--- config.mk ---
export PLATFORM = sky130hd
export DESIGN_NAME = multiplier_seq_nxn
export DESIGN_NICKNAME = d
export VERILOG_FILES = /design/src/rtl/mult_pkg.sv /design/src/rtl/mult_sign_conv.sv /design/src/rtl/multiplier_seq_nxn.sv
export SDC_FILE = /design/constraint.sdc
export NUM_CORES = 1
export LEC_CHECK = 0
export CAP_MARGIN = 10
export CORE_MARGIN = 2
export CORE_UTILIZATION = 55
export CTS_BUF_LIST = sky130_fd_sc_hd__clkbuf_16
export CTS_CLUSTER_SIZE = 25
export DETAILED_ROUTE_END_ITERATION = 10
export HOLD_SLACK_MARGIN = 0.1
export PLACE_DENSITY = 0.78
export SETUP_SLACK_MARGIN = 0.05
export SYNTH_ARGS = -nofsm -noshare
export SYNTH_HDL_FRONTEND = slang
export SYNTH_SLANG_ARGS = --single-unit
--- constraint.sdc ---
create_clock -name Clk -period 6.65 [get_ports Clk]
set_clock_uncertainty 0.05 [all_clocks]
set_input_delay 1.33 -clock Clk [delete_from_list [all_inputs] [get_ports Clk]]
set_output_delay 1.33 -clock Clk [all_outputs]
set_load 0.05 [all_outputs]
--- src/rtl/mult_pkg.sv ---
// Shared types and defaults for the sequential shift-add multiplier.
// The state enum is also used by benches and checkers that watch dbg_state.
package mult_pkg;

  typedef enum logic [1:0] {
    IDLE = 2'd0,
    CALC = 2'd1,
    FIX  = 2'd2,
    DONE = 2'd3
  } mult_state_t;

  localparam int MULT_W_DEFAULT = 8;

endpackage

--- src/rtl/mult_sign_conv.sv ---
// Operand conditioning: yields the unsigned magnitude of a value and its raw MSB.
// In signed mode the most negative value maps to 2^(WIDTH-1), which still fits in WIDTH bits.
module mult_sign_conv
  import mult_pkg::*;
#(
  parameter int WIDTH = MULT_W_DEFAULT
) (
  input  logic [WIDTH-1:0] value,
  input  logic             sign_mode,
  output logic [WIDTH-1:0] mag,
  output logic             msb
);

  assign msb = value[WIDTH-1];
  assign mag = (sign_mode && msb) ? -value : value;

endmodule

--- src/rtl/multiplier_seq_nxn.sv ---
// Iterative WIDTH x WIDTH shift-add multiplier, signed or unsigned per operation.
// One multiplier bit per cycle on operand magnitudes; the sign is applied once at the end.
module multiplier_seq_nxn
  import mult_pkg::*;
#(
  parameter int WIDTH = MULT_W_DEFAULT
) (
  input  logic               Clk,
  input  logic               Rst_n,
  input  logic [WIDTH-1:0]   In_1,
  input  logic [WIDTH-1:0]   In_2,
  input  logic               Sign,
  input  logic               In_Valid,
  output logic               In_Ready,
  output logic [2*WIDTH-1:0] Result,
  output logic               Out_Valid,
  input  logic               Out_Ready,
  output logic [1:0]         dbg_state
);

  localparam int CNT_W = $clog2(WIDTH + 1);
  localparam logic [CNT_W-1:0] LAST_CNT = CNT_W'(WIDTH - 1);

  // Handshakes: a transfer happens on a rising edge where valid and ready are both 1.
  // In_Ready and Out_Valid are flops; the producer holds In_Valid until accepted and
  // Result stays stable while Out_Valid=1 and Out_Ready=0.

  mult_state_t state, state_nxt;

  logic [WIDTH-1:0]   mag_1, mag_2;
  logic               msb_1, msb_2;
  logic [WIDTH-1:0]   mcand_q, mplier_q;
  logic [2*WIDTH-1:0] acc_q, addend, result_q;
  logic [CNT_W-1:0]   cnt_q;
  logic               neg_q;
  logic               in_ready_q, out_valid_q;
  logic               accept, release_out, last_bit;

  mult_sign_conv #(.WIDTH(WIDTH)) u_conv_1 (
    .value     (In_1),
    .sign_mode (Sign),
    .mag       (mag_1),
    .msb       (msb_1)
  );

  mult_sign_conv #(.WIDTH(WIDTH)) u_conv_2 (
    .value     (In_2),
    .sign_mode (Sign),
    .mag       (mag_2),
    .msb       (msb_2)
  );

  assign accept      = (state == IDLE) && In_Valid;
  assign release_out = (state == DONE) && Out_Ready;
  assign last_bit    = (cnt_q == LAST_CNT);
  assign addend      = {{WIDTH{1'b0}}, mcand_q} << cnt_q;

  always_ff @(posedge Clk) begin
    if (!Rst_n) begin
      state <= IDLE;
    end else begin
      state <= state_nxt;
    end
  end

  always_comb begin
    state_nxt = state;
    case (state)
      IDLE:    if (In_Valid) state_nxt = CALC;
      CALC:    if (last_bit) state_nxt = FIX;
      FIX:     state_nxt = DONE;
      DONE:    if (Out_Ready) state_nxt = IDLE;
      default: state_nxt = IDLE;
    endcase
  end

  always_ff @(posedge Clk) begin
    if (!Rst_n) begin
      mcand_q  <= '0;
      mplier_q <= '0;
      acc_q    <= '0;
      cnt_q    <= '0;
      neg_q    <= 1'b0;
      result_q <= '0;
    end else begin
      case (state)
        IDLE: begin
          if (In_Valid) begin
            mcand_q  <= mag_1;
            mplier_q <= mag_2;
            neg_q    <= Sign & (msb_1 ^ msb_2);
            acc_q    <= '0;
            cnt_q    <= '0;
          end
        end
        CALC: begin
          if (mplier_q[0]) acc_q <= acc_q + addend;
          mplier_q <= mplier_q >> 1;
          cnt_q    <= cnt_q + CNT_W'(1);
        end
        // Negating a zero accumulator yields zero, so no special case is needed.
        FIX:     result_q <= neg_q ? -acc_q : acc_q;
        default: ;
      endcase
    end
  end

  always_ff @(posedge Clk) begin
    if (!Rst_n) begin
      in_ready_q  <= 1'b1;
      out_valid_q <= 1'b0;
    end else begin
      if (accept)           in_ready_q <= 1'b0;
      else if (release_out) in_ready_q <= 1'b1;

      if (state == FIX)     out_valid_q <= 1'b1;
      else if (release_out) out_valid_q <= 1'b0;
    end
  end

  assign In_Ready  = in_ready_q;
  assign Out_Valid = out_valid_q;
  assign Result    = result_q;
  assign dbg_state = state;

endmodule

**After elaboration in Yosys (flattened, before gate mapping)**

Index checks and enable logic that the tools add are counted.

- Register bits: 57
- ROM bits: 0
- Input bits: 21
- Word-level logic and storage cells: 55
- Bits in latches: 0
- Output and inout port bits: 20
- Memories: 0
- Bits in writable memories: 0

- Equal/unequal tests: 8
- Mux-type cells: 18
- Multiply operators: 0
- Div/mod/pow operators: 0
- Bitwise gates (word level): 2
- $lt $le $gt $ge: 0
- $add $sub $neg: 5
- Shift-type cells: 1
- Reduce and logical (&&, ||, !) cells: 12

Operators by type and width:

| cell | number |
|---|---|
| 16-bit 2-to-1 mux | 3 |
| 16-bit one-hot mux with 2 select lines | 1 |
| 8-bit 2-to-1 mux | 3 |
| 16-bit adder | 1 |
| 16-bit negation | 1 |
| 8-bit negation | 2 |
| 8-bit one-hot mux with 2 select lines | 1 |
| 8-bit by 4-bit left shift with 16-bit output | 1 |
| 2-bit inequality test, second input constant | 4 |
| 2-bit one-hot mux with 4 select lines | 1 |
| 4-bit one-hot mux with 2 select lines | 1 |
| 2-bit 2-to-1 mux | 3 |
| 3-bit AND reduction | 2 |
| 2-bit nonzero test | 3 |
| 4-bit by 1-bit adder with 4-bit output, second input constant | 1 |
| 2-bit equality test, second input constant | 2 |
| 4-bit by 3-bit equality test with 1-bit output, second input constant | 1 |
| 1-bit logical AND | 4 |
| 1-bit 2-to-1 mux | 4 |
| 4-bit 2-to-1 mux | 1 |
| 2-bit AND reduction | 2 |
| 2-bit by 1-bit equality test with 1-bit output, second input constant | 1 |
| 2-bit logical NOT | 1 |
| 1-bit bitwise AND | 1 |
| 1-bit XOR | 1 |

**Logic depth before layout (Yosys ltp)**

Gate-level depths: netlist (run 1).

- Depth in word-level cells: 4
- Gate-level depth with buffers: 15
- Mapped depth without buffers: 13

**Hierarchy**

A second synthesis (run 1) with hierarchy kept.

- Cell total of the unflattened synthesis: 497
- Area, all modules: 4092.7 µm²

Modules (own cells, without submodules):

| module | times used | cells an instance | area each (µm²) | seq. area each (µm²) |
|---|---|---|---|---|
| multiplier_seq_nxn | 1 | 449 | 3767.4 | 1141.1 |
| mult_sign_conv | 2 | 24 | 162.7 | 0.0 |

**Worst setup path before layout (run 1)**

No wires, ideal clock.

- Path kind: register to register
- Start point: reg cnt_q[1]
- End point: reg acc_q[15]
- Cell stages (with the launch flop): 15
- Data required time: 6.480 ns
- Arrival: 3.161 ns
- Setup time: 0.120 ns
- Period minus slack after synthesis: 3.331 ns
- Buffers on the path: 2
- Slack: 3.319 ns
- Cell sequence: dfxtp_1 > clkbuf_1 > buf_1 > mux2i_1 > nand2_1 > o21ai_0 > mux2i_1 > a22o_1 > ha_1 > a21o_1 > a21o_1 > a221oi_1 > nand3_1 > and3_1 > a211o_1

- Word-level cells in the longest chain between the ends: 4

Ends and longest elaborated chain:

| element | line | source |
|---|---|---|
| start, declared | multiplier_seq_nxn.sv:34 | `logic [CNT_W-1:0] cnt_q;` |
| start signal, assigned | multiplier_seq_nxn.sv:99 | `cnt_q <= cnt_q + CNT_W'(1);` |
| 8-bit by 4-bit left shift with 16-bit output | multiplier_seq_nxn.sv:56 | `assign addend = {{WIDTH{1'b0}}, mcand_q} << cnt_q;` |
| 16-bit adder | multiplier_seq_nxn.sv:97 | `if (mplier_q[0]) acc_q <= acc_q + addend;` |
| 16-bit 2-to-1 mux | multiplier_seq_nxn.sv:97 |  |
| 16-bit one-hot mux with 2 select lines | multiplier_seq_nxn.sv:86 | `case (state)` |
| end signal, assigned | multiplier_seq_nxn.sv:97 |  |
| end, declared | multiplier_seq_nxn.sv:33 | `logic [2*WIDTH-1:0] acc_q, addend, result_q;` |

No other way between the ends. The select of a mux whose other input is x is not followed.
A chain may end at the register's enable or synchronous reset.

**Final worst setup path (run 1)**

- Start point: reg cnt_q[1]
- End point: reg acc_q[8]

The elaborated chain is that of the path after synthesis.

==> qor.txt, run 1 <==
Diode count: 0
Routed wire length: 8880 um
Via Count: 3590
Final setup TNS: 0 ps
CP Capture Type: flop
Die width: 89.4 um
Die area: 0.00799 mm2
Slew Viols, Final: 0
Routability congestion estimate: 0.871
# Max-Cap Violations: 0
First-pass GRT wire length: 14800 um
Placed Cells: 612
Core Area: 0.00714 mm2
Unrepaired setup endpoints after global routing: false
Xor and xnor fraction of the mapped netlist area: 6.56%
# IOs: 41
Vias in the first global route: 3264
Total GRT Usage: 23.6%
Share of cells above drive strength 1: 5.29%
Row Count: 31
Post-CTS setup buffer count: 0
Main combinational cell family by area after synthesis: compound AO/OA/AOI/OAI gates
Pin count of the biggest net entering global routing: 53
Grt ovf: 0
Root buf cell: clkbuf_16
Setup CP Type: reg -> reg
Post-CTS Resized: 0
Cts-stage hold buffer count: 0
Vias per cell: 5.72
F_max: 280 MHz
Mapped Nets: 545
Pleak: 0.00205 uW
EDFF count, synth: 0
Drt pass-1 iters: 5
Synthesized flop and latch total: 57
Crit-path max FO: 17
Maximum vdd drop: 0.000191 V
Post-Syn Area: 0.00401 mm2
Post-DR wirelength/cell: 14.1 um
Status: complete, no violations
HP Class: reg -> reg
FF-to-FF setup slack: 3080 ps
Final setup fails: 0
Routed Antenna Nets: 0
CP required: 6810 ps
Synth Area in Compound Gates: 23.7%
Fin crit share: 53.7%
Most used flip-flop cell after synthesis: dfxtp_1
Final non-filler cell area: 0.00471 mm2
Worst path arrival time: 3730 ps
Gate count of the mapped netlist: 499
Sink Count: 57
Crit path time final: 3570 ps
Power per cell area: 334 mW/mm2
Post-DP Area: 0.00444 mm2
Cell Count, Final, Fillers Out: 628
Num CTS Buffers: 9
Ys async rst share: 0%
Ys Warns: 0
Clk Latency, worst-skew pair: 330 ps
Crit start category: flop
DIE HEIGHT: 89.4 um
Register area share after synthesis: 28.5%
Slew margin rel.: 33.1%
CTS tree: yes
Max Root-Sink Buffers: 2
Nets: 570
Post-synthesis mux area share: 6.74%
Least-Margin Pin Slew: 1000 ps
Netlist cell types: 52
Syn Area/Cell: 8.03 um2
Initial drt markers: 172
H-tree levels: 3
Port Buf Inserts: 40
Residual DRC: 0
Simple-gate area share of the yosys netlist: 22.0%
Antenna violations before repair: 0
Area grow syn2layout: 17.5%
Adder and majority gate portion of the synthesized area: 7.99%
Worst-path clk slew: 60 ps
Hold Violations, Final: 0
DP HPWL: 6720 um
Initial Utilization: 56.2%
Util after Layout: 66.0%
==> cells in the final DEF (no fill, tap or decap), types with 3 or more instances in the layout <==
| cell type | n |
|---|---|
| and3_1 | 4 |
| inv_1 | 19 |
| a21o_1 | 8 |
| or3_1 | 8 |
| nor3b_1 | 4 |
| dfxtp_1 | 57 |
| o31ai_1 | 4 |
| a22oi_1 | 7 |
| mux2_2 | 4 |
| xnor2_1 | 13 |
| a22o_1 | 5 |
| o211a_1 | 17 |
| nand4_1 | 3 |
| xor2_1 | 17 |
| a21oi_1 | 32 |
| nand2b_1 | 3 |
| nor2b_1 | 22 |
| clkbuf_16 | 9 |
| nand3_1 | 12 |
| nor3_1 | 8 |
| clkinv_2 | 3 |
| mux2i_1 | 18 |
| a21boi_0 | 5 |
| o21bai_1 | 3 |
| and2_1 | 15 |
| o22ai_1 | 5 |
| ha_1 | 24 |
| nand2_1 | 69 |
| o21ai_0 | 36 |
| nor2_1 | 21 |
| clkdlybuf4s50_1 | 40 |
==> routing by layer <==
layer,vias to the layer above,routed length [um],share of wire [%],global-route usage (%)
li1,1832,-,-,-
met1,1679,3930,44,27.5
met2,68,4590,52,43.0
met3,11,255,2.9,4.71
met4,0,102,1.1,7.87
met5,-,0,0,0
==> final cells by class <==
type | count | area, um2
timing repair buffer | 42 | 415
inverter | 19 | 71.3
fill | 641 | 2430
clock buffer | 9 | 225
sequential | 57 | 1140
clock inverter | 7 | 47.5
multi-input combinational | 395 | 2690
tap | 99 | 124
==> sequential cells by signal, summed over array words and instances, names as in the netlist <==
name	count
mplier_q	8
mcand_q	8
dbg_state	2
Out_Valid	1
acc_q	16
In_Ready	1
Result	16
neg_q	1
cnt_q	4
==> cell usage after synthesis, types with 13 or more instances <==
master | instances | area, um2
nand2_1 | 69 | 259
dfxtp_1 | 57 | 1140
o21ai_0 | 36 | 180
a21oi_1 | 32 | 160
clkbuf_1 | 24 | 90.1
ha_1 | 24 | 300
nor2b_1 | 22 | 138
nor2_1 | 21 | 78.8
inv_1 | 19 | 71.3
mux2i_1 | 18 | 180
o211a_1 | 17 | 170
xor2_1 | 17 | 149
and2_1 | 15 | 93.8
xnor2_1 | 13 | 114
==> worst max-delay path, cell delays in order, from the launching register on <==
cell	delay (ps)
dfxtp_1	730
mux2_2	410
o21ai_0	260
mux2i_1	140
and2_1	220
ha_1	330
o21ai_0	200
a21oi_1	130
o21a_1	240
o21a_1	180
or3_1	310
a32o_1	260
==> kinds of logic (layout without fill, tap and decap cells) <==
family / after synthesis / count (layout)
mux: 24 / 24
fa+ha+maj: 25 / 25
simple gates: 177 / 177
xor+xnor: 30 / 30
compound gates: 139 / 139
buf+inv: 47 / 77
flops: 57 / 57
==> per-stage QoR <==
step           worst slack, ps  hold WS, ps  total power, uW
2_1_floorplan             3320          391              988
3_3_place_gp              3200          404             1140
3_5_place_dp              3130          421             1170
4_1_cts                   3140          430             1580
5_1_grt                   2810          446             1680
6_report                  3080          429             1570
==> worst paths after layout <==
kind                     startpoint                      to  depth (start not counted)
max reg2reg   cnt_q[1]$_SDFFE_PN0P_   acc_q[8]$_SDFFE_PN0P_                         11
min          Result[1]$_SDFFE_PN0P_  Result[1]$_SDFFE_PN0P_                          1
max           cnt_q[1]$_SDFFE_PN0P_   acc_q[8]$_SDFFE_PN0P_                         11
min reg2reg  Result[1]$_SDFFE_PN0P_  Result[1]$_SDFFE_PN0P_                          1
==> where the power goes <==
part	total (uW)	internal, uW	switching [uW]
combinational	683	257	426
clock	413	250	163
sequential	476	413	62.7
Power figures use the tool's default switching activity.
==> run 2: changes to the inputs <==
--- a/config.mk
+++ b/config.mk
@@ -7,12 +7,12 @@
 export LEC_CHECK = 0
 export CAP_MARGIN = 10
 export CORE_MARGIN = 2
-export CORE_UTILIZATION = 55
+export CORE_UTILIZATION = 52
 export CTS_BUF_LIST = sky130_fd_sc_hd__clkbuf_16
 export CTS_CLUSTER_SIZE = 25
 export DETAILED_ROUTE_END_ITERATION = 10
 export HOLD_SLACK_MARGIN = 0.1
-export PLACE_DENSITY = 0.78
+export PLACE_DENSITY = 0.77
 export SETUP_SLACK_MARGIN = 0.05
 export SYNTH_ARGS = -nofsm -noshare
 export SYNTH_HDL_FRONTEND = slang
==> constraint.sdc (replaced) <==
create_clock -name Clk -period 3.2 [get_ports Clk]
set_clock_uncertainty 0.05 [all_clocks]
set_input_delay 0.64 -clock Clk [delete_from_list [all_inputs] [get_ports Clk]]
set_output_delay 0.64 -clock Clk [all_outputs]
set_load 0.05 [all_outputs]
==> run 2 against run 1 <==
Die area grew 5.5%; combinational power grew 120%; clock power grew 140%; highest routed layer unchanged.
==> qor.txt, run 2 (synthesis results as in run 1) <==
Crit-path cells: mux2_2, o21ai_0, mux2i_1, a22o_1, ha_1, buf_4, nand4_1, nor3_2, o21ai_0, a21o_1, and3_1, a211o_1
CP endpoint: acc_q[15]$_SDFFE_PN0P_
Hold Violations, Final: 0
CP Depth: 12
Die width: 91.8 um
Row Count: 32
Fin crit share: 95.1%
Residual DRC: 0
Maximum vdd drop: 0.000382 V
Setup CP Type: reg -> reg
Worst-path clk slew: 50 ps
Critical path's most frequent cell: o21ai_0
Slew margin rel.: 31.5%
FF-to-FF setup slack: 160 ps
First-pass GRT wire length: 15700 um
Pleak: 0.00216 uW
Crit-path max FO: 6
Fillers: 653
Area grow syn2layout: 22.6%
Root buf cell: clkbuf_16
Crit path buffers/inverters: 1
Hold path start: mplier_q[7]$_SDFFE_PN0P_
Placed Cells: 628
Vias per cell: 5.68
Worst Hold Depth: 2
Final setup fails: 0
Power per cell area: 705 mW/mm2
Max Root-Sink Buffers: 2
Num CTS Buffers: 9
Final non-filler cell area: 0.00491 mm2
F_max: 329 MHz
DIE HEIGHT: 91.8 um
Util after Layout: 64.6%
Crit path from: cnt_q[1]$_SDFFE_PN0P_
Most frequent cells in the layout: nand2_1, dfxtp_1, clkdlybuf4s50_1
Routed wire length: 9420 um
CTS tree: yes
Crit-path leading delay family: compound AO/OA/AOI/OAI gates
Grt ovf: 0
Routed Antenna Nets: 0
Worst path arrival time: 3200 ps
Reg-to-Reg Start: cnt_q[1]$_SDFFE_PN0P_
Vias in the first global route: 3439
CP Capture Type: flop
HP Class: reg -> reg
R2r endpoint: acc_q[15]$_SDFFE_PN0P_
Sink Count: 57
# Max-Cap Violations: 0
Pin count of the biggest net entering global routing: 32
Slew Viols, Final: 0
Drt pass-1 iters: 4
Initial drt markers: 146
CP max stage cell: dfxtp_4
Post-DP Area: 0.00454 mm2
Least-Margin Pin Slew: 1030 ps
Port Buf Inserts: 40
Total GRT Usage: 22.7%
Crit start category: flop
Cts-stage hold buffer count: 0
Share of cells above drive strength 1: 9.21%
Post-DR wirelength/cell: 14.6 um
Die area: 0.00843 mm2
Worst reg2reg path depth: 12
H-tree levels: 3
Clk Latency, worst-skew pair: 320 ps
Routability congestion estimate: 0.933
Antenna violations before repair: 0
Nets: 584
Crit path time final: 3040 ps
DP HPWL: 7010 um
Status: complete, no violations
Via Count: 3664
Diode count: 0
CP required: 3360 ps
Cell Count, Final, Fillers Out: 645
# IOs: 41
Commonest non-fill, non-tap cell in the layout: nand2_1
Initial Utilization: 52.7%
Core Area: 0.00761 mm2
Slowest stage delay, CP: 390 ps
==> run 2: cell types whose count changed in the layout (fill, tap and decap cells not counted), sizes merged <==
| cell | previous run | this run |
|---|---|---|
| buf | 2 | 16 |
| bufinv | 0 | 2 |
| clkinvlp | 2 | 0 |
==> run 2: worst min path at each step <==
stage / end
after global placement: mplier_q[7]$_SDFFE_PN0P_
after floorplan: mplier_q[7]$_SDFFE_PN0P_
final: mplier_q[7]$_SDFFE_PN0P_
after global routing: Result[5]$_SDFFE_PN0P_
after detailed placement: mplier_q[7]$_SDFFE_PN0P_
after CTS: mplier_q[7]$_SDFFE_PN0P_
==> run 2: repair_timing <==
action	4_1_cts	5_1_grt
gates resized for setup	1	18
endpoints found under the setup margin	3	8
setup buffers	0	1
pin swaps	0	3
==> run 2: area by class of cell <==
| type | count | area, um2 | area share [%] |
|---|---|---|---|
| Clock buffer | 9 | 225 | 4.58 |
| Clock inverter | 7 | 85.1 | 1.73 |
| Inverter | 19 | 71.3 | 1.45 |
| Multi-Input combinational cell | 395 | 2730 | 55.6 |
| Sequential cell | 57 | 1150 | 23.3 |
| Tap cell | 102 | 128 | 2.60 |
| Timing Repair Buffer | 56 | 528 | 10.7 |
==> run 2: power breakdown <==
group / total (uW) / internal, uW / switching [uW] / leakage (uW)
sequential: 992 / 859 / 132 / 0.000465
combinational: 1480 / 563 / 912 / 0.00154
clock: 997 / 672 / 325 / 0.000152
total: 3460 / 2090 / 1370 / 0.00216
==> run 2: worst min-delay path, cell delays in order (launching register included) <==
cell and delay, ps:
dfxtp_1 310, nand2_1 50, a21boi_0 70
==> run 2: routing by layer <==
| metal | up-vias | track usage (%) | routed length (um) |
|---|---|---|---|
| li1 | 1860 | - | - |
| met1 | 1697 | 26.1 | 4020 |
| met2 | 85 | 41.1 | 4840 |
| met3 | 22 | 4.68 | 349 |
| met4 | 0 | 9.20 | 210 |
| met5 | - | 0 | 0 |
==> run 2: through the flow <==
stage	setup slack (ps)	hold WS [ps]	total power, uW	TNS (ps)
after floorplan	113	391	2050	0
after global placement	85.2	401	2400	0
after detailed placement	29.1	415	2450	0
after CTS	98.5	422	3460	0
after global routing	-31.9	442	3680	-31.9
final	158	422	3460	0
==> run 3: changes to the inputs <==
--- a/config.mk
+++ b/config.mk
@@ -12,6 +12,7 @@
 export CTS_CLUSTER_SIZE = 25
 export DETAILED_ROUTE_END_ITERATION = 10
 export HOLD_SLACK_MARGIN = 0.1
+export MAX_ROUTING_LAYER = met4
 export PLACE_DENSITY = 0.77
 export SETUP_SLACK_MARGIN = 0.05
 export SYNTH_ARGS = -nofsm -noshare
==> run 3 against run 2 <==
Cell count increased by 0.31%; non-clock buffer count increased by 2; largest power group unchanged; utilization up 0.12 points; setup slack gained 28 ps; combinational power barely moved; sequential power is 2% lower; die area unchanged; power fell by 0.57%; global-route usage grew 1.0 points.
==> qor.txt, run 3 (synthesis results as in run 1) <==
Pin count of the biggest net entering global routing: 32
DP HPWL: 7100 um
Nets: 586
Diode count: 0
Pleak: 0.00218 uW
Slew margin rel.: 30.2%
Fin crit share: 94.2%
Grt ovf: 0
Num CTS Buffers: 9
Crit start category: flop
Commonest non-fill, non-tap cell in the layout: nand2_1
CP required: 3360 ps
Maximum vdd drop: 0.000447 V
Area of the multi-input gates: 0.00273 mm2
Least-Margin Pin Slew: 1050 ps
Design Power: 3440 uW
Power per cell area: 700 mW/mm2
Most frequent cells in the layout: nand2_1, dfxtp_1, clkdlybuf4s50_1
Die width: 91.8 um
Cell Count, Final, Fillers Out: 647
FF/Latch Area: 0.00114 mm2
Routed Antenna Nets: 0
Fillers: 627
CP Capture Type: flop
Crit path time final: 3010 ps
DIE HEIGHT: 91.8 um
Clk Latency, worst-skew pair: 330 ps
Crit-path max FO: 4
# IOs: 41
F_max: 332 MHz
HP Class: reg -> reg
Post-DR wirelength/cell: 14.7 um
Via Count: 3672
Total GRT Usage: 23.8%
Die area: 0.00843 mm2
Final setup fails: 0
First-pass GRT wire length: 15800 um
Hold Violations, Final: 0
Residual DRC: 0
Core Area: 0.00761 mm2
Sink Count: 57
Worst path arrival time: 3180 ps
Status: complete, no violations
Antenna violations before repair: 0
Share of cells above drive strength 1: 9.17%
Worst-path clk slew: 50 ps
Final setup TNS: 0 ps
Port Buf Inserts: 40
CTS tree: yes
Initial Utilization: 52.7%
Max Root-Sink Buffers: 2
Initial drt markers: 139
Area grow syn2layout: 22.8%
# Max-Cap Violations: 0
Routability congestion estimate: 0.918
Root buf cell: clkbuf_16
Slew Viols, Final: 0
H-tree levels: 3
Unrepaired setup endpoints after global routing: true
Vias per cell: 5.68
Hold WS: 424 ps
Drt pass-1 iters: 4
Setup CP Type: reg -> reg
Row Count: 32
Routed wire length: 9520 um
Vias in the first global route: 3533
Util after Layout: 64.7%
Placed Cells: 629
-- run 3: cell types whose count changed in the layout (fill, tap and decap cells not counted), moves of 2 or more --
cell / before / now
inv_1: 19 / 22
o21ai_0: 32 / 29
mux2i_1: 15 / 17
o21ai_1: 5 / 7
buf_4: 15 / 17
-- run 3: timing repair --
| item | in CTS | in global routing |
|---|---|---|
| pin swaps | 0 | 2 |
| setup endpoints to repair | 2 | 5 |
| hold buffers | 0 | 0 |
| gates resized for setup | 2 | 17 |
| buffers inserted | 0 | 2 |
-- run 3: worst paths after layout --
path / start / to / slack, ps / cells after the start
worst max-delay path: cnt_q[1]$_SDFFE_PN0P_ / acc_q[12]$_SDFFE_PN0P_ / 190 / 11
worst min-delay path: Result[5]$_SDFFE_PN0P_ / Result[5]$_SDFFE_PN0P_ / 420 / 1
worst max register to register: cnt_q[1]$_SDFFE_PN0P_ / acc_q[12]$_SDFFE_PN0P_ / 190 / 11
worst min register to register: Result[5]$_SDFFE_PN0P_ / Result[5]$_SDFFE_PN0P_ / 420 / 1
-- run 3: layer usage --
metal	vias up	global-route usage, %	share of wire (%)
li1	1864	-	-
met1	1702	25.6	43
met2	76	42.2	51
met3	30	4.77	3.3
met4	0	10.6	2.8
met5	-	-	0
-- run 3: area by class of cell --
cell class                      instances  area share, %
Multi-Input combinational cell        395           55.4
Sequential cell                        57           23.3
Timing Repair Buffer                   58           11.1
Clock buffer                            9           4.58
Tap cell                              102           2.59
Clock inverter                          7           1.60
Inverter                               19           1.45
-- run 3: power breakdown --
group / switching, uW / total (uW) / internal [uW] / leakage [uW]
clock network: 318 / 984 / 666 / 0.000158
registers: 118 / 977 / 859 / 0.000465
logic: 917 / 1480 / 567 / 0.00155
-- run 3: critical path, stage by stage, from the launching register on --
cell	delay [ps]
dfxtp_4	380
mux4_2	500
mux2i_1	200
nor2_1	70
ha_1	320
a21o_1	180
a21o_1	170
a221o_1	370
a21oi_2	170
o21ai_0	130
xor2_1	160
a22o_1	190
-- run 3: metrics by stage --
stage | setup slack (ps) | instance area, um2
after floorplan | 113 | 4010
after global placement | 78.4 | 4560
after detailed placement | -14.5 | 4560
after CTS | 73.1 | 4870
after global routing | 28.5 | 4920
final | 186 | 4920
==> patch: new RTL, settings of run 2 <==
Reset style: asynchronous (`Rst_n`), changed in 3 clocked blocks.
--- a/src/rtl/multiplier_seq_nxn.sv
+++ b/src/rtl/multiplier_seq_nxn.sv
@@ -55,7 +55,7 @@
   assign last_bit    = (cnt_q == LAST_CNT);
   assign addend      = {{WIDTH{1'b0}}, mcand_q} << cnt_q;
 
-  always_ff @(posedge Clk) begin
+  always_ff @(posedge Clk or negedge Rst_n) begin
     if (!Rst_n) begin
       state <= IDLE;
     end else begin
@@ -74,7 +74,7 @@
     endcase
   end
 
-  always_ff @(posedge Clk) begin
+  always_ff @(posedge Clk or negedge Rst_n) begin
     if (!Rst_n) begin
       mcand_q  <= '0;
       mplier_q <= '0;
@@ -105,7 +105,7 @@
     end
   end
 
-  always_ff @(posedge Clk) begin
+  always_ff @(posedge Clk or negedge Rst_n) begin
     if (!Rst_n) begin
       in_ready_q  <= 1'b1;
       out_valid_q <= 1'b0;
Behaviour: differs if Rst_n is asserted again (counterexample within 4 cycles, from zero or initial values and one cycle with Rst_n low); with Rst_n held inactive, the same outputs for 10 cycles.
==> patch against run 2 <==
  * Sequential cell count stayed put
  * Area after synthesis is 1.7% lower
  * Setup slack worse by 0.13 ns
  * Routed wire length is 4.4% higher
  * Design area is 4.8% higher
  * Via count hardly changed
  * Cell count is 3.9% lower
  * Sequential share of layout area is 4.4 points higher
Power is not compared: it rests on default switching activity, and its combinational part moved more than twofold at a synthesized area within 25%.
==> patch: results (changes against run 2) <==
| Metric | Value |
|---|---|
| Top cells by area, synth | `dfrtp_1, ha_1, o21ai_0` |
| Synth Area in Adders | `8.13% (+0.14 points)` |
| Hpwl dp | `6630 µm (-5.5%)` |
| Layout cell share with drive strength beyond 1 | `19.4% (+10 points)` |
| Post-synthesis compound-gate area fraction | `23.1% (-0.64 points)` |
| GR Util met1 | `27.1% (+1.0 points)` |
| Filler cell count | `542 (-17%)` |
| All-layer global routing usage | `22.6% (-0.15 points)` |
| # nets final | `562 (-3.8%)` |
| Synth top cells by count | `dfrtp_1, nand2_1, o21ai_0` |
| Routed wire per std cell | `15.9 µm (+8.6%)` |
| Via count | `3,661 (-0.082%)` |
| Fin cells | `620 (-3.9%)` |
| Hold Path Class | `in2async` |
| Clk_lat worst skew | `0.34 ns (+0.02 ns)` |
| Synth cell types | `53 (+1.9%)` |
| Syn Inst Count | `455 (-8.8%)` |
| Post-synth ARST share | `100% (+100 points)` |
| Flop2flop setup slack | `0.03 ns (-0.13 ns)` |
| First-pass GRT wire length | `15,200 µm (-3.2%)` |
| Met2 Resource Use GR | `39.6% (-1.5 points)` |
| Post-synthesis xor/xnor area fraction | `8.00% (+1.4 points)` |
| Net count of the mapped netlist | `501 (-8.1%)` |
| Post-DP Area | `4560 µm² (+0.44%)` |
| Global placement routability congestion | `0.872 (-6.5%)` |
| Vias in the first global route | `3,329 (-3.2%)` |
| Largest net degree at the start of global routing | `39 (+22%)` |
| Actual slew at the worst max-slew pin | `0.587 ns (-0.441 ns)` |
| Seq/Total Area, Yosys | `36.2% (+7.8 points)` |
| Status | `complete, no violations` |
| Mux cell area share after synthesis | `4.29% (-2.5 points)` |
| Reg-to-reg endpoint | `acc_q[13]$_DFFE_PN0P_` |
| Setup crit end | `acc_q[13]$_DFFE_PN0P_` |
| Met3 GRT Util | `4.48% (-0.20 points)` |
| CP Launch Point | `cnt_q[0]$_DFFE_PN0P_` |
| Initial DRC count | `197 (+35%)` |
| Worst reg2reg path depth | `13 (+1)` |
| Cell count after placement | `596 (-5.1%)` |
| N_diodes | `0 (unchanged)` |
| Crit path arrival time | `3.32 ns (+0.12 ns)` |
| Top FF cell, synth | `dfrtp_1` |
| Crit-path max FO | `7 (+1)` |
[patch: cells by family (layout without fill, tap and decap cells)]
| family | count (synthesis) | count (layout) |
|---|---|---|
| adder cells (fa/ha/maj) | 25 | 25 |
| XOR/XNOR | 36 | 36 |
| flip-flops | 57 | 57 |
| AO/OA/AOI/OAI | 148 | 148 |
| AND/OR/NAND/NOR | 132 | 132 |
| buffers and inverters | 41 | 107 |
| multiplexers | 16 | 16 |
[patch: layout make-up]
type | instances | area (µm²) | share of cell area, %
Inverter | 19 | 75.1 | 1.46
Multi-Input combinational cell | 357 | 2590 | 50.2
Clock inverter | 7 | 71.3 | 1.38
Sequential cell | 57 | 1430 | 27.7
Tap cell | 99 | 124 | 2.40
Timing Repair Buffer | 72 | 639 | 12.4
Clock buffer | 9 | 225 | 4.37
[patch: critical path: stages, from the launching register on]
cell	delay, ns
dfrtp_2	0.46
mux2i_1	0.30
buf_4	0.18
nor3_1	0.05
a21oi_1	0.22
nor2_1	0.10
ha_1	0.30
o21ai_0	0.20
nand2b_1	0.12
o211ai_1	0.15
or4b_4	0.51
a41oi_2	0.16
xor2_1	0.16
o21ai_1	0.07
[patch: power by group through the flow]
| stage | combinational, µW | clock [µW] | sequential (µW) |
|---|---|---|---|
| 2_1_floorplan | 1770 | 0 | 1660 |
| 3_3_place_gp | 2860 | 0 | 1280 |
| 3_5_place_dp | 2950 | 0 | 1300 |
| 4_1_cts | 3040 | 957 | 1300 |
| 5_1_grt | 3680 | 999 | 1370 |
| 6_report | 3400 | 953 | 1330 |
[patch: through the flow]
step	hold slack, ns	power (µW)	setup slack, ns	setup TNS, ns
2_1_floorplan	0.294	3430	0.0642	0
3_3_place_gp	0.410	4150	0.0754	0
3_5_place_dp	0.424	4250	-0.112	-0.112
4_1_cts	0.202	5300	0.0517	0
5_1_grt	0.224	6040	-0.123	-0.271
6_report	0.184	5680	0.0308	0
[patch: repair_timing]
action | CTS | global route
endpoints found under the setup margin | 4 | 8
resized for setup | 4 | 48
buffers inserted | 3 | 5
pin swaps | 1 | 18
gates cloned | 0 | 0
[patch: routing by layer]
metal | vias up | wire, µm
li1 | 1771 | -
met1 | 1734 | 4060
met2 | 126 | 4980
met3 | 30 | 524
met4 | 0 | 272
met5 | - | 0
[patch: worst min path at each step]
stage                                from                     to  slack, ns  depth (start not counted)
floorplan                           Rst_n  Out_Valid$_DFFE_PN0P_       0.29                          0
global placement    Out_Valid$_DFFE_PN0P_  Out_Valid$_DFFE_PN0P_       0.41                          1
detailed placement  Out_Valid$_DFFE_PN0P_  Out_Valid$_DFFE_PN0P_       0.42                          1
CTS                                 Rst_n  Result[1]$_DFFE_PN0P_       0.20                          1
global route                        Rst_n  Result[1]$_DFFE_PN0P_       0.22                          1
finish                              Rst_n  Result[1]$_DFFE_PN0P_       0.18                          1
